<file path="config.mk">
export PLATFORM = sky130hd
export DESIGN_NAME = trees_vote_pack
export DESIGN_NICKNAME = d
export VERILOG_FILES = /design/src/rtl/trees_vote_pack.sv
export SDC_FILE = /design/constraint.sdc
export NUM_CORES = 2
export LEC_CHECK = 0
export CAP_MARGIN = 20
export CELL_PAD_IN_SITES_DETAIL_PLACEMENT = 2
export CELL_PAD_IN_SITES_GLOBAL_PLACEMENT = 2
export CORE_ASPECT_RATIO = 0.5
export CORE_UTILIZATION = 44
export DETAILED_ROUTE_END_ITERATION = 7
export GPL_ROUTABILITY_DRIVEN = 0
export PLACE_DENSITY = 0.95
export SLEW_MARGIN = 15
export SYNTH_ARGS = -nofsm -noshare
export SYNTH_HDL_FRONTEND = slang
export SYNTH_SLANG_ARGS = --single-unit
</file>
<file path="constraint.sdc">
create_clock -name clk -period 17.1 [get_ports clk]
set_input_delay 3.42 -clock clk [delete_from_list [all_inputs] [get_ports clk]]
set_output_delay 3.42 -clock clk [all_outputs]
set_load 0.01 [all_outputs]
</file>
<file path="src/rtl/trees_vote_pack.sv">
// trees_vote_pack
// Vote accumulation and prediction packing for the tree-ensemble accelerator.
// Leaf class values arrive N_LANES per beat on a valid/ready stream; votes are
// counted per class for each sample, the winning class (strict maximum, lowest
// index on ties) is found by a one-class-per-cycle scan, and the prediction is
// packed PRED_BITS wide into WORD_BITS-wide words read back by word address.
//
// Ports:
//   clk, rst        clock, synchronous active-high reset
//   start           begin a burst (sampled only in IDLE)
//   burst_len       samples in the burst, captured with start, clamped to MAX_BURST
//   leaf_valid      leaf beat valid
//   leaf_ready      high in ACCUM; a beat is accepted when valid & ready
//   leaf_mask       per-lane vote enable
//   leaf_class      lane k class value at [32k +: 32]
//   leaf_last       accepted beat closes the current sample
//   pred_addr       readback word address
//   prediction      registered readback word (0 for out-of-range addresses)
//   busy            not IDLE
//   done            one-cycle pulse at burst end
module trees_vote_pack #(
  parameter int N_CLASSES = 32,
  parameter int N_LANES   = 4,
  parameter int N_TREES   = 128,
  parameter int MAX_BURST = 54,
  parameter int PRED_BITS = 8,
  parameter int WORD_BITS = 64,
  localparam int CNT_BITS       = $clog2(N_TREES + 1),
  localparam int MAX_BURST_BITS = $clog2(MAX_BURST + 1),
  localparam int PPW            = WORD_BITS / PRED_BITS,
  localparam int N_WORDS        = (MAX_BURST + PPW - 1) / PPW,
  localparam int ADDR_BITS      = (N_WORDS > 1) ? $clog2(N_WORDS) : 1
) (
  input  logic                      clk,
  input  logic                      rst,
  input  logic                      start,
  input  logic [MAX_BURST_BITS-1:0] burst_len,
  input  logic                      leaf_valid,
  output logic                      leaf_ready,
  input  logic [N_LANES-1:0]        leaf_mask,
  input  logic [N_LANES*32-1:0]     leaf_class,
  input  logic                      leaf_last,
  input  logic [ADDR_BITS-1:0]      pred_addr,
  output logic [WORD_BITS-1:0]      prediction,
  output logic                      busy,
  output logic                      done
);

  localparam int CLS_BITS  = (N_CLASSES > 1) ? $clog2(N_CLASSES) : 1;
  localparam int LANE_BITS = (PPW > 1) ? $clog2(PPW) : 1;
  localparam int SUM_BITS  = $clog2(N_LANES + 1);
  localparam int TOT_BITS  = CNT_BITS + SUM_BITS;

  localparam logic [CNT_BITS-1:0] CNT_MAX  = '1;
  localparam logic [TOT_BITS-1:0] TOT_ONE  = TOT_BITS'(1);
  localparam logic [CLS_BITS-1:0] CLS_LAST = CLS_BITS'(N_CLASSES - 1);

  typedef enum logic [1:0] {IDLE, ACCUM, ARGMAX, WRITE} state_e;

  state_e                    state_q;
  logic [CNT_BITS-1:0]       cnt_q [N_CLASSES];
  logic [CNT_BITS-1:0]       cnt_d [N_CLASSES];
  logic [MAX_BURST_BITS-1:0] len_q;
  logic [MAX_BURST_BITS-1:0] sample_idx_q;
  logic [MAX_BURST_BITS-1:0] burst_len_clamped;
  logic [CLS_BITS-1:0]       cls_q;
  logic [CLS_BITS-1:0]       best_q;
  logic [CNT_BITS-1:0]       best_cnt_q;
  logic [WORD_BITS-1:0]      mem_q [N_WORDS];
  logic [WORD_BITS-1:0]      prediction_q;
  logic                      busy_q;
  logic                      done_q;

  logic [ADDR_BITS-1:0]      wr_word;
  logic [LANE_BITS-1:0]      wr_lane;
  logic [WORD_BITS-1:0]      word_new;

  assign burst_len_clamped = (burst_len > MAX_BURST_BITS'(MAX_BURST)) ?
                             MAX_BURST_BITS'(MAX_BURST) : burst_len;
  assign wr_word = ADDR_BITS'(sample_idx_q / PPW);
  assign wr_lane = LANE_BITS'(sample_idx_q % PPW);

  assign leaf_ready = (state_q == ACCUM);
  assign prediction = prediction_q;
  assign busy       = busy_q;
  assign done       = done_q;

  // Per-class next count for an accepted beat: current count plus the number
  // of enabled lanes carrying that class, saturated. Out-of-range class values
  // never match any c, so they drop out naturally.
  always_comb begin : vote_count
    logic [TOT_BITS-1:0] total;
    // NOTE: every combinational variable is assigned before any conditional
    // use, so no path leaves it holding an old value (no latch inferred).
    total = '0;
    for (int c = 0; c < N_CLASSES; c++) begin
      total = {{SUM_BITS{1'b0}}, cnt_q[c]};
      for (int k = 0; k < N_LANES; k++) begin
        if (leaf_mask[k] && (leaf_class[32*k +: 32] == 32'(c))) begin
          // NOTE: blocking assignments here because total is a running sum
          // within one evaluation, not state carried across clock edges.
          total = total + TOT_ONE;
        end
      end
      cnt_d[c] = (total > {{SUM_BITS{1'b0}}, CNT_MAX}) ? CNT_MAX : total[CNT_BITS-1:0];
    end
  end

  // Lane 0 starts a fresh word; later lanes merge into the stored word.
  always_comb begin : pack_word
    word_new = (wr_lane == '0) ? '0 : mem_q[wr_word];
    word_new[int'(wr_lane)*PRED_BITS +: PRED_BITS] = PRED_BITS'(best_q);
  end

  always_ff @(posedge clk) begin
    if (rst) begin
      state_q      <= IDLE;
      len_q        <= '0;
      sample_idx_q <= '0;
      cls_q        <= '0;
      best_q       <= '0;
      best_cnt_q   <= '0;
      busy_q       <= 1'b0;
      done_q       <= 1'b0;
      prediction_q <= '0;
      for (int c = 0; c < N_CLASSES; c++) cnt_q[c] <= '0;
      // NOTE: the word store is reset as well, because readback after reset
      // must return zero; it is small enough to live in flops.
      for (int w = 0; w < N_WORDS; w++) mem_q[w] <= '0;
    end else begin
      done_q       <= 1'b0;
      prediction_q <= (int'(pred_addr) < N_WORDS) ? mem_q[pred_addr] : '0;

      unique case (state_q)
        IDLE: begin
          if (start) begin
            len_q        <= burst_len_clamped;
            sample_idx_q <= '0;
            for (int c = 0; c < N_CLASSES; c++) cnt_q[c] <= '0;
            if (burst_len_clamped == '0) begin
              done_q <= 1'b1;
            end else begin
              state_q <= ACCUM;
              busy_q  <= 1'b1;
            end
          end
        end

        ACCUM: begin
          if (leaf_valid) begin
            for (int c = 0; c < N_CLASSES; c++) cnt_q[c] <= cnt_d[c];
            if (leaf_last) begin
              state_q <= ARGMAX;
              cls_q   <= '0;
            end
          end
        end

        // Class 0 seeds the running best; later classes win only on a strictly
        // larger count, which keeps ties at the lowest index.
        ARGMAX: begin
          if ((cls_q == '0) || (cnt_q[cls_q] > best_cnt_q)) begin
            best_q     <= cls_q;
            best_cnt_q <= cnt_q[cls_q];
          end
          if (cls_q == CLS_LAST) state_q <= WRITE;
          else                   cls_q   <= cls_q + 1'b1;
        end

        WRITE: begin
          mem_q[wr_word] <= word_new;
          for (int c = 0; c < N_CLASSES; c++) cnt_q[c] <= '0;
          sample_idx_q <= sample_idx_q + 1'b1;
          if ((sample_idx_q + 1'b1) == len_q) begin
            state_q <= IDLE;
            busy_q  <= 1'b0;
            done_q  <= 1'b1;
          end else begin
            state_q <= ACCUM;
          end
        end

        default: state_q <= IDLE;
      endcase
    end
  end

endmodule

</file>
Word-level counts from Yosys, hierarchy flattened. Memory sizes are Yosys's and may differ from the RTL's. A register that Yosys moved wholly into a read port is not among the register bits. Cells that the tools add are included.

Register bits after elaboration: 34. Bits in writable memories: 704. Input port bits: 146. Output and inout port bits: 67. Logic and storage cells: 858. Memories kept: 2.

Add/sub/neg operators: 131. Magnitude comparators: 35. Eq/ne operators: 136. Shift operators: 2. Mux-type cells: 300. Bitwise logic cells: 97. Reduce and logical (&&, ||, !) cells: 147.

Memory list: mem_q (depth 7, bits a word 64, read ports 2, clocked after Yosys merged registers in 2, write ports 7, line 69) `logic [WORD_BITS-1:0] mem_q [N_WORDS];`; cnt_q (depth 32, bits a word 8, read ports 33, clocked after Yosys merged registers in 1, write ports 32, line 61) `logic [CNT_BITS-1:0] cnt_q [N_CLASSES];`.

Operators with widths (count): == test 32 x 5 -> 1 bit, second input constant (64); adder 11 x 1 -> 11 bit, second input constant (96); 2-to-1 mux 11 bit (96); == test 32 x 4 -> 1 bit, second input constant (32); 2-to-1 mux 8 bit (128); == test 32 x 3 -> 1 bit, second input constant (16); greater-than comparator 11 x 8 -> 1 bit, second input constant (32); adder 8 x 1 -> 9 bit, second input constant (32); 2-to-1 mux 9 bit (32); == test 32 x 2 -> 1 bit, second input constant (8); == test 32 x 1 -> 1 bit, second input constant (4); logical AND 1 bit (128); logical NOT 32 bit (4); 2-to-1 mux 64 bit (2); bitwise OR 1 bit (96); bitwise mux 64 bit (1); OR reduction 64 bit (1); variable shift 8 x 33 -> 64 bit, first input constant (1); variable part select 8 x 33 -> 64 bit (1); negator 6 -> 33 bit (1); 2-to-1 mux 5 bit (5); 2-to-1 mux 1 bit (21); 2-to-1 mux 6 bit (2); inequality test 2 bit, second input constant (6); other kinds (27) (39).

Logic depth before layout (Yosys ltp).
Depth after elaboration: 13. Depth in mapped cells: 23. Depth with buffers taken out: 20.

Worst setup path after synthesis. OpenSTA, ideal clock, no wires.

Path type: input -> register. From: in rst. To: mem cnt_q[10][0] (netlist bit), enable pin. Library setup time: 0.529 ns. Arrival: 7.565 ns. Required time: 16.571 ns. Path slack: 9.007 ns. Cell stages on the path: 5. Buffers on the path: 2. Path through: clkbuf_1 > nor2_1 > nor3_1 > inv_1 > clkbuf_1.

RTL lines: start: declaration (line 35) `input logic rst,`; end: declaration (line 61).

==> results.yml <==
sta:
  finClkSkew_ns: 0.07220
  worst_pin_slew_ns: 1.397
  fin_crit_sh_pct: 57.64
  tns_ns: 0
  rsz0062_at_grt: "no"
  setup_viol: 0
  min_period_ns: 9.857
  hold_viol_final: 0
  drv_slew: 0
  max_freq_mhz: 101.4
  slew_headroom_pct: 6.578
power_and_ir_drop:
  ir_worst_vdd_uv: 98.32
  totalPowerFinal_w: 0.006096
  p_leak_nw: 25.24
  power_density_mw_per_mm2: 78.67
cells_and_area:
  fillers: 16300
  register_area_mm2: 0.02320
  multiInputGateArea_mm2: 0.04464
  finalNetCount: 7872
  final_cells: 9781
  final_layout_size_suffix_gt1_share_pct: 11.68
  final_core_util_pct: 49.00
  syn_to_final_growth_pct: 10.36
  fin_area_mm2: 0.07749
die:
  boundaryPins: 213
  die_h_um: 284.5
  die_w_um: 566.9
  placementRows: 103
  coreArea_mm2: 0.1581
  initial_core_util_pct: 44.40
  fp.dieArea_mm2: 0.1613
routing:
  drt_wl_total_um: 375700
  num_vias: 73820
  drc: 0
  firstDrtPassIters: 6
  first_iter_violations: 9688
  drtAntennaViolNets: 0
  wire_per_inst_um: 38.42
  vias_per_cell: 7.547
grt:
  grt_max_degree: 116
  gr-total-overflow: 0
  grt_pass1_wl_um: 547500
  grt_pass1_vias: 78940
  grt_usage_pct: 45.09
  antenna_found_initial: 40
placed_design:
  portBuffers: 212
  hpwl_um: 234300
  place_area_mm2: 0.07424
  placed_cells: 9576
clocking:
  clkTransAtPathRegs_ns: 0.07
  post_cts_buffers: 0
  cts.sinks: 874
  numCtsBuffers: 89
  htreeDepth: 3
  cts_tree: "done"
  clk_latency_ns: 0.78
  root_buffer: "clkbuf_16"
  clock_path_buffers: 3
  cts_resized: 0
  hold_buffers: 0
run_status:
  status: "completed"
critical_path:
  rrSetupSlack_ns: 10.84
  crit_path_start_kind: "input port"
  end_kind: "register"
  reg2reg_depth: 15
  worstPathRequired_ns: 17.59
  cp_max_fo: 45
  cp_slowest_cell: "buf_4"
  cp_slowest_stage_delay_ns: 0.72
  crit_arrival_ns: 10.35
  crit_chain: "clkdlybuf4s50_1, nor4_1, and4_4, buf_4, buf_4, nand4_1, xnor2_1, ha_1, nand4_1, o22ai_1, mux2i_1, and4b_1, nor3_1, o21bai_1, nor3_1, a31oi_1, a21oi_1"
  crit_type: "input port to register"
logic_synthesis:
  yosysSeqAreaShare_pct: 33.02
  synth_ff_type: "edfxtp_1"
  synth_cell_type_count: 119
  synth_edf_count: 568
  synth-seq-cells: 874
  ys_async_sr_fraction_pct: 0
  syn_avg_cell_area_um2: 9.179
  yosysWarnings: 0
  syn-num-nets: 7944
  synthCells: 7649
  netlist_area_mm2: 0.07021
run:
  drv_cap: 0
worst_hold_path:
  worstHoldPathType: "register to register"
  min_path_cells: 2
-- worst max-delay path: cells and delay by family --
family,cells,cell delay (ns)
AOI/OAI and AO/OA,4,1.28
xor gates and xnor gates,1,0.52
adders and majority gates,1,0.34
buffers and inverters,3,1.67
muxes,1,0.44
and+or+nand+nor,7,2.62
-- state kept, by name (all words and copies together) (netlist names), named ones only --
signal / count
prediction: 64
done: 1
mem_q: 512
cnt_q: 256
best_q: 5
busy: 1
best_cnt_q: 8
len_q: 6
state_q: 2
sample_idx_q: 6
cls_q: 5
-- stage by stage --
stage               hold slack [ns]  setup WS [ns]
global route                 0.5163          7.095
detailed placement           0.4806          7.133
global placement             0.4540          7.616
CTS                          0.4919          7.431
floorplan                    0.4426          9.007
finish                       0.4905          7.243
-- final timing paths --
check                       from             to
setup / recovery  leaf_class[13]    cnt_q[7][5]
hold / removal     best_cnt_q[4]  best_cnt_q[4]
setup reg to reg        register      best_q[4]
hold reg to reg    best_cnt_q[4]  best_cnt_q[4]
-- power by group --
part,internal (W),switching (W),total [W]
sequential,0.00239,0.000224,0.00262
clock,0.00116,0.00109,0.00226
combinational,0.000428,0.000794,0.00122
-- metal layers --
layer / up-vias / wire (µm) / track usage, % / part of all wire (%)
met5: - / 204 / 0 / 0.054
met1: 36960 / 128800 / 50.67 / 34
met4: 30 / 33160 / 33.36 / 8.8
met3: 2389 / 44570 / 14.85 / 12
met2: 5974 / 169000 / 71.80 / 45
li1: 28460 / - / - / -
-- cell families (layout without fill, tap and decap cells) --
family | after synthesis | in the layout | share of synthesized area, %
and+or+nand+nor | 3204 | 3204 | 23.28
AOI/OAI and AO/OA | 1333 | 1333 | 12.45
buffers and inverters | 698 | 701 | 3.858
xor gates and xnor gates | 764 | 764 | 9.680
other | 0 | 29 | 0
adders and majority gates | 158 | 158 | 2.783
muxes | 618 | 618 | 14.93
DFF | 874 | 874 | 33.02
-- placed cells by master, fill, tap and decap left out, types with 44 or more instances in the layout --
cell type        Yosys  routed
a31oi_1             90      90
dfxtp_1            306     301
a21oi_1            388     388
nand3_1            295     290
mux2_2              76      76
mux4_2             336     336
xnor2_1            477     477
clkbuf_16            0      89
nor2_1             887     882
nor2b_1             50      49
a21o_1              77      77
mux2i_1            205     205
or3_1               44      44
and3_1              86      86
ha_1               149     149
inv_1              190     189
nand2_1            743     739
nor3_1             203     196
nor4_1             210     204
and2_1              59      59
a211oi_1            54      54
nand2b_1            78      72
clkdlybuf4s50_1      0     207
o21ai_0            253     253
buf_4                2     122
xor2_1             278     278
edfxtp_1           568     568
o211ai_1            48      48
nand4_1            186     186
-- area by class of cell --
type                    count  area share [%]
multi-input cells        6077           57.61
flip-flops and latches    874           29.94
repair buffers            344           4.087
well taps                2100           3.391
clock buffers             111           3.032
inverters                 191          0.9317
clock inverters            55          0.9123
diodes                     29         0.09366
-- synth_stat cells (all sizes together), types with 20 or more instances --
| cell | count | share of area [%] |
|---|---|---|
| a211oi | 56 | 0.61 |
| a21o | 77 | 0.82 |
| a21oi | 389 | 2.8 |
| a31oi | 92 | 0.85 |
| and2 | 62 | 0.56 |
| and3 | 86 | 0.77 |
| and4 | 34 | 0.42 |
| buf | 150 | 0.93 |
| clkbuf | 357 | 1.9 |
| dfxtp | 306 | 8.7 |
| edfxtp | 568 | 24 |
| ha | 149 | 2.7 |
| inv | 190 | 1.0 |
| mux2 | 77 | 1.2 |
| mux2i | 205 | 2.9 |
| mux4 | 336 | 11 |
| nand2 | 744 | 4.0 |
| nand2b | 78 | 0.69 |
| nand3 | 295 | 2.1 |
| nand3b | 36 | 0.38 |
| nand4 | 186 | 1.7 |
| nand4b | 31 | 0.39 |
| nor2 | 888 | 4.8 |
| nor2b | 50 | 0.45 |
| nor3 | 214 | 1.6 |
| nor3b | 38 | 0.41 |
| nor4 | 252 | 2.7 |
| nor4b | 34 | 0.54 |
| o211ai | 49 | 0.53 |
| o21a | 29 | 0.31 |
| o21ai | 271 | 1.9 |
| o21bai | 20 | 0.21 |
| o22ai | 26 | 0.24 |
| o31ai | 42 | 0.46 |
| o32ai | 20 | 0.26 |
| or2 | 48 | 0.43 |
| or3 | 44 | 0.39 |
| or4 | 42 | 0.45 |
| xnor2 | 479 | 6.0 |
| xor2 | 279 | 3.5 |
No activity file was read; power rests on OpenSTA's default activity.
